$ cat src/rtl/leaf_pkg.sv
// Packet layout shared by the leaf-group echo slots: field offsets, packet
// struct and the destination-rewrite helper.
package leaf_pkg;

    localparam int PKT_W     = 49;
    localparam int VALID_BIT = PKT_W - 1;
    localparam int ADDR_W    = 5;
    localparam int ADDR_MSB  = PKT_W - 2;
    localparam int ADDR_LSB  = PKT_W - 1 - ADDR_W;
    localparam int PAYLOAD_W = ADDR_LSB;

    typedef struct packed {
        logic                 valid;
        logic [ADDR_W-1:0]    addr;
        logic [PAYLOAD_W-1:0] payload;
    } pkt_t;

    typedef enum logic {
        ST_IDLE = 1'b0,
        ST_RUN  = 1'b1
    } slot_state_e;

    function automatic logic pkt_valid(input pkt_t pkt);
        return pkt[VALID_BIT];
    endfunction

    function automatic pkt_t rewrite_addr(input pkt_t pkt, input logic [ADDR_W-1:0] addr);
        pkt_t r_pkt;
        r_pkt = pkt;
        r_pkt[ADDR_MSB:ADDR_LSB] = addr;
        return r_pkt;
    endfunction

endpackage

$ cat src/rtl/leaf_echo_chan.sv
// One loopback slot: IDLE/RUN control, address-rewriting ingress FIFO and a
// resend-aware registered output with a sticky overflow flag.
module leaf_echo_chan #(
    parameter int PKT_W  = leaf_pkg::PKT_W,
    parameter int ADDR_W = leaf_pkg::ADDR_W,
    parameter int DEPTH  = 8
) (
    input  logic              clk,
    input  logic              reset,
    input  logic              i_ap_start,
    input  logic [ADDR_W-1:0] i_ret_addr,
    input  logic [PKT_W-1:0]  i_din,
    input  logic              i_resend,
    output logic [PKT_W-1:0]  o_dout,
    output logic              o_overflow
);
    import leaf_pkg::*;

    localparam int PTR_W = $clog2(DEPTH);
    localparam int CNT_W = PTR_W + 1;

    slot_state_e      r_state;
    slot_state_e      w_state_nxt;
    logic [PKT_W-1:0] r_mem [DEPTH];
    logic [PTR_W-1:0] r_wr_ptr;
    logic [PTR_W-1:0] r_rd_ptr;
    logic [CNT_W-1:0] r_count;
    logic [PKT_W-1:0] r_dout;
    logic             r_overflow;

    logic             w_run;
    logic             w_valid_in;
    logic [PKT_W-1:0] w_push_pkt;
    logic             w_empty;
    logic             w_full;
    logic             w_push_req;
    logic             w_pop;
    logic             w_push;
    logic             w_drop;

    // The struct helpers only describe the default layout; other widths slice directly.
    if (PKT_W == leaf_pkg::PKT_W && ADDR_W == leaf_pkg::ADDR_W) begin : g_pkg_layout
        assign w_valid_in = pkt_valid(pkt_t'(i_din));
        assign w_push_pkt = rewrite_addr(pkt_t'(i_din), i_ret_addr);
    end else begin : g_generic_layout
        assign w_valid_in = i_din[PKT_W-1];
        assign w_push_pkt = {i_din[PKT_W-1], i_ret_addr, i_din[PKT_W-2-ADDR_W:0]};
    end

    // NOTE: sequential state uses <= so every register samples pre-edge values.
    always_ff @(posedge clk) begin
        if (reset) begin
            r_state <= ST_IDLE;
        end else begin
            r_state <= w_state_nxt;
        end
    end

    // NOTE: every output gets a default first, so no path can infer a latch.
    always_comb begin
        w_state_nxt = r_state;
        w_run       = 1'b0;
        case (r_state)
            ST_IDLE: begin
                if (i_ap_start) begin
                    w_state_nxt = ST_RUN;
                end
            end
            ST_RUN: begin
                w_run = 1'b1;
            end
            default: begin
                w_state_nxt = ST_IDLE;
            end
        endcase
    end

    assign w_empty    = (r_count == '0);
    assign w_full     = (r_count == CNT_W'(DEPTH));
    assign w_push_req = w_run && w_valid_in;
    assign w_pop      = w_run && !i_resend && !w_empty;
    // A full FIFO still accepts a packet when its head leaves on the same edge.
    assign w_push     = w_push_req && (!w_full || w_pop);
    assign w_drop     = w_push_req && w_full && !w_pop;

    // NOTE: storage is not reset; pointers and count decide which words are live.
    always_ff @(posedge clk) begin
        if (w_push) begin
            r_mem[r_wr_ptr] <= w_push_pkt;
        end
    end

    always_ff @(posedge clk) begin
        if (reset) begin
            r_wr_ptr   <= '0;
            r_rd_ptr   <= '0;
            r_count    <= '0;
            r_dout     <= '0;
            r_overflow <= 1'b0;
        end else begin
            if (w_push) begin
                r_wr_ptr <= r_wr_ptr + PTR_W'(1);
            end
            if (w_pop) begin
                r_rd_ptr <= r_rd_ptr + PTR_W'(1);
            end
            case ({w_push, w_pop})
                2'b10:   r_count <= r_count + CNT_W'(1);
                2'b01:   r_count <= r_count - CNT_W'(1);
                default: r_count <= r_count;
            endcase
            // Resend freezes the output whether or not it carries a valid packet.
            if (!w_run) begin
                r_dout <= '0;
            end else if (!i_resend) begin
                r_dout <= w_empty ? '0 : r_mem[r_rd_ptr];
            end
            if (w_drop) begin
                r_overflow <= 1'b1;
            end
        end
    end

    assign o_dout     = r_dout;
    assign o_overflow = r_overflow;

endmodule

$ cat src/rtl/leaf_group_echo.sv
// N-slot BFT leaf group where every slot echoes packets back to its own
// return address; slots are independent and only share the clock and reset.
module leaf_group_echo #(
    parameter int                       N_LEAF    = 4,
    parameter int                       PKT_W     = 49,
    parameter int                       ADDR_W    = 5,
    parameter int                       DEPTH     = 8,
    parameter logic [N_LEAF*ADDR_W-1:0] RET_ADDRS = '0
) (
    input  logic                    clk,
    input  logic                    reset,
    input  logic [N_LEAF*PKT_W-1:0] din_leaf_bft2interface,
    output logic [N_LEAF*PKT_W-1:0] dout_leaf_interface2bft,
    input  logic [N_LEAF-1:0]       resend,
    input  logic [N_LEAF-1:0]       ap_start,
    output logic [N_LEAF-1:0]       overflow
);

    for (genvar i = 0; i < N_LEAF; i++) begin : g_slot
        leaf_echo_chan #(
            .PKT_W  (PKT_W),
            .ADDR_W (ADDR_W),
            .DEPTH  (DEPTH)
        ) u_chan (
            .clk        (clk),
            .reset      (reset),
            .i_ap_start (ap_start[i]),
            .i_ret_addr (RET_ADDRS[i*ADDR_W +: ADDR_W]),
            .i_din      (din_leaf_bft2interface[i*PKT_W +: PKT_W]),
            .i_resend   (resend[i]),
            .o_dout     (dout_leaf_interface2bft[i*PKT_W +: PKT_W]),
            .o_overflow (overflow[i])
        );
    end

endmodule
$ cat config.mk
export PLATFORM = sky130hd
export DESIGN_NAME = leaf_group_echo
export DESIGN_NICKNAME = d
export VERILOG_FILES = /design/src/rtl/leaf_pkg.sv /design/src/rtl/leaf_echo_chan.sv /design/src/rtl/leaf_group_echo.sv
export SDC_FILE = /design/constraint.sdc
export NUM_CORES = 2
export LEC_CHECK = 0
export BUFFER_PORTS_ARGS = -buffer_cell sky130_fd_sc_hd__clkbuf_2
export CORE_MARGIN = 5
export CORE_UTILIZATION = 54
export DETAILED_ROUTE_END_ITERATION = 8
export PLACE_DENSITY = 0.72
export SYNTH_ARGS = -nofsm -noshare
export SYNTH_HDL_FRONTEND = slang
export SYNTH_SLANG_ARGS = --single-unit
export TNS_END_PERCENT = 100
$ cat constraint.sdc
create_clock -name clk -period 6.34 [get_ports clk]
set_clock_uncertainty 0.1 [all_clocks]
set_input_delay 0.317 -clock clk [delete_from_list [all_inputs] [get_ports clk]]
set_output_delay 0.317 -clock clk [all_outputs]
set_load 0.005 [all_outputs]
==> impl_metrics.csv <==
group,metric,value,unit
critical_path,path_class,"reg -> reg",
timing,slew_viol_final,0,
placement,place_congestion,0.730,
power_and_ir_drop,switching_share,19.8,%
critical_path,arrival,3280,ps
grt,grt_use_total,21.2,%
critical_path,cp.required,6610,ps
cts,cts_htree_levels,4,
timing,rsz0062_at_grt,"no",
logic_synthesis,synth_cell_types,53,
hold_path,holdPathStages,2,
logic_synthesis,ys_seq_area_share,77.2,%
detailed_routing,initialDrtViolationCount,2294,
cts,cts_root_buffer,"clkbuf_16",
detailed_routing,num_vias,30300,
power_and_ir_drop,pwr-share-comb,3.2,%
power_and_ir_drop,ir_worst_vdd,263,uV
power_and_ir_drop,power.share.clock,42.3,%
grt,grt_pass1_vias,32000,
logic_synthesis,netlist_area,60900,sq um
grt,grt.overflow.total,0,
logic_synthesis,ys.flop_type,"edfxtp_1",
detailed_routing,drc_errors,0,
die,die_y,346,um
timing,fin_ws,3330,ps
timing,fin_tns_setup,0,ps
cts,cts_sinks,1644,
flow_run,drv_cap,0,
timing,period_share,47.5,%
critical_path,r2r-end,"g_slot[3].u_chan.r_mem[7][29]",
detailed_routing,drtAntennaViolNets,0,
critical_path,cp_max_fo,35,
power_and_ir_drop,pwr-share-seq,54.5,%
layout,synthToLayoutAreaGrowth,17.5,%
grt,grt_pass1_wl,193000,um
logic_synthesis,ys_seq_elements,1644,
critical_path,reg2reg_from,"g_slot[3].u_chan.r_count[0]",
grt,antenna_found_initial,13,
timing,finalSetupViolations,0,
layout,finalCoreUtilization,63.7,%
cts,clockBufferDepth,3,
cts,post-cts-setup-buffer-count,0,
cts,clkLatencyLatePin,740,ps
layout,n_fill_cell,7509,
power_and_ir_drop,p_leak,0.0231,uW
detailed_routing,wl_per_cell,24.4,um
power_and_ir_drop,power.density,305,nW/um^2
timing,fmax,0.332,GHz
layout,final_layout_size_suffix_gt1_share,28.8,%
grt,grt_max_degree,70,
status,status,"complete, no violations",
die,row_count,123,
logic_synthesis,synth_cells,2980,
cts,cts_tree,"done",
timing,hold_viol,0,
critical_path,cp-end-kind,"register",
placement,pre_cts_slack,3250,ps
detailed_routing,routed_wl,128000,um
power_and_ir_drop,power.internal,17500,uW
die,ios,406,
detailed_routing,vias_per_cell,5.79,
layout,nNetsFinal,3821,
die,die_w,346,um
cts,clk_pin_slew,60,ps
placement,hpwl,68500,um
die,core-area,112000,sq um
logic_synthesis,synth.avg_cell_area,20.4,sq um
hold_path,worstHoldEndpoint,"g_slot[1].u_chan.r_count[1]",
timing,post-route-min-period,3010,ps
cts,post_cts_resized,0,
die,initial_core_util,54.2,%
critical_path,reg2regPathDepth,5,
cts,cts_hold_buf,184,
timing,max_slew.worst_pin.slew,1080,ps
logic_synthesis,ys_warn_count,0,
hold_path,hold_start,"reset",
logic_synthesis,synth_edf_count,1408,
die,dieArea,120000,sq um
critical_path,cp-start-kind,"register",
timing,timing.slew.headroom,28.2,%
cts,numCtsBuffers,159,
placement,portBuffers,365,
logic_synthesis,ys_async_sr_fraction,0,%
hold_path,worst_hold_path_type,"in -> reg",
detailed_routing,first_pass_iters,7,
power_and_ir_drop,p_switching,4330,uW
critical_path,reg2reg_slack,3330,ps
==> how the worst max path moves through the flow <==
| stage | from | end | slack (ps) | cells past startpoint |
|---|---|---|---|---|
| CTS | register | g_slot[1].u_chan.o_dout[20] | 3220 | 4 |
| finish | g_slot[3].u_chan.r_count[0] | g_slot[3].u_chan.r_mem[7][29] | 3330 | 5 |
| global placement | resend[1] | g_slot[1].u_chan.r_mem[5][41] | 3330 | 6 |
| floorplan | g_slot[3].u_chan.r_count[1] | g_slot[3].u_chan.r_mem[1][0] | 60 | 5 |
| global route | register | g_slot[0].u_chan.o_dout[32] | 3010 | 4 |
| detailed placement | register | g_slot[1].u_chan.o_dout[9] | 3250 | 4 |
==> cell families after synthesis <==
group | Yosys count | share of synthesized area, %
other | 1 | 0.00616
adders and majority gates | 20 | 0.423
AOI/OAI and AO/OA | 224 | 1.94
xor gates and xnor gates | 21 | 0.302
buffers and inverters | 188 | 1.51
and+or+nand+nor | 340 | 2.52
DFF | 1644 | 77.2
muxes | 542 | 16.1
==> routing by layer <==
layer  part of all wire [%]  track usage (%)  up-vias  routed length (um)
met2                     52             36.6     1113               66300
met5                 0.0094                0        -                  12
li1                       -                -    13200                   -
met1                     39             27.8    15800               49500
met4                    2.3             5.96        2                2900
met3                    6.9             4.32      198                8870
==> per-stage QoR <==
stage               area (sq um)  total power (uW)  hold slack (ps)  cells
floorplan                  61000             12500              316   2999
global placement           64500             12700              332   4750
detailed placement         64500             12700              343   4750
CTS                        71600             22000              147   5231
global route               71600             22600              181   5239
finish                     71600             21800              160   5241
==> cells in the mapped netlist (9+ instances only) <==
cell         n  area, sq um
o21ai_0    181          906
xor2_1      10         87.6
nand2b_1    13         81.3
buf_4       38          285
mux2i_1    186         1860
a21oi_1     18         90.1
nor3_1      16         80.1
nor2_1      62          233
buf_2       51          255
inv_1        9         33.8
mux4_2     352         7930
ha_1        19          238
edfxtp_1  1408        42300
nand2_1    191          717
xnor2_1     11         96.3
buf_1       15         56.3
dfxtp_1    236         4720
clkbuf_1    68          255
==> state kept, by name (all words and copies together) (netlist names), named ones only <==
name	flops
g_slot.u_chan.r_rd_ptr	12
g_slot.u_chan.o_dout	176
g_slot.u_chan.r_count	16
g_slot.u_chan.r_wr_ptr	12
g_slot.u_chan.r_state	4
g_slot.u_chan.o_overflow	4
g_slot.u_chan.r_mem	1408
==> area by class of cell <==
class	instances	area, sq um	area share [%]
clock buffer	219	4500	6.29
timing repair buffer	613	4150	5.79
tap	1500	1880	2.62
clock inverter	78	696	0.972
inverter	10	37.5	0.0524
sequential	1644	47000	65.7
multi-input combinational	1167	13300	18.5
antenna	10	25.0	0.0349
==> layout by cell type (no fill, tap or decap), types with 26 or more instances in the layout <==
cell type         n
mux4_2          352
o21ai_0         181
dlygate4sd3_1   184
clkinv_1         26
buf_4            64
clkbuf_16       164
nor2_1           45
edfxtp_1       1408
clkbuf_1         36
nand2_1         191
clkbuf_2        365
clkinv_2         32
mux2i_1         186
dfxtp_1         224
==> power groups by stage <==
stage / registers [uW] / logic [uW] / clock network, uW
floorplan: 12100 / 370 / 0
global placement: 12100 / 555 / 0
detailed placement: 12100 / 591 / 0
CTS: 11900 / 699 / 9420
global route: 11900 / 756 / 9900
finish: 11900 / 695 / 9250
==> worst max-delay path: stages, from the launching register on <==
cell     delay (ps)
dfxtp_1         470
nor3_1          120
a31oi_1         580
nand2_1         330
nor2_4          400
buf_4           610
No activity file was read; power rests on OpenSTA's default activity.
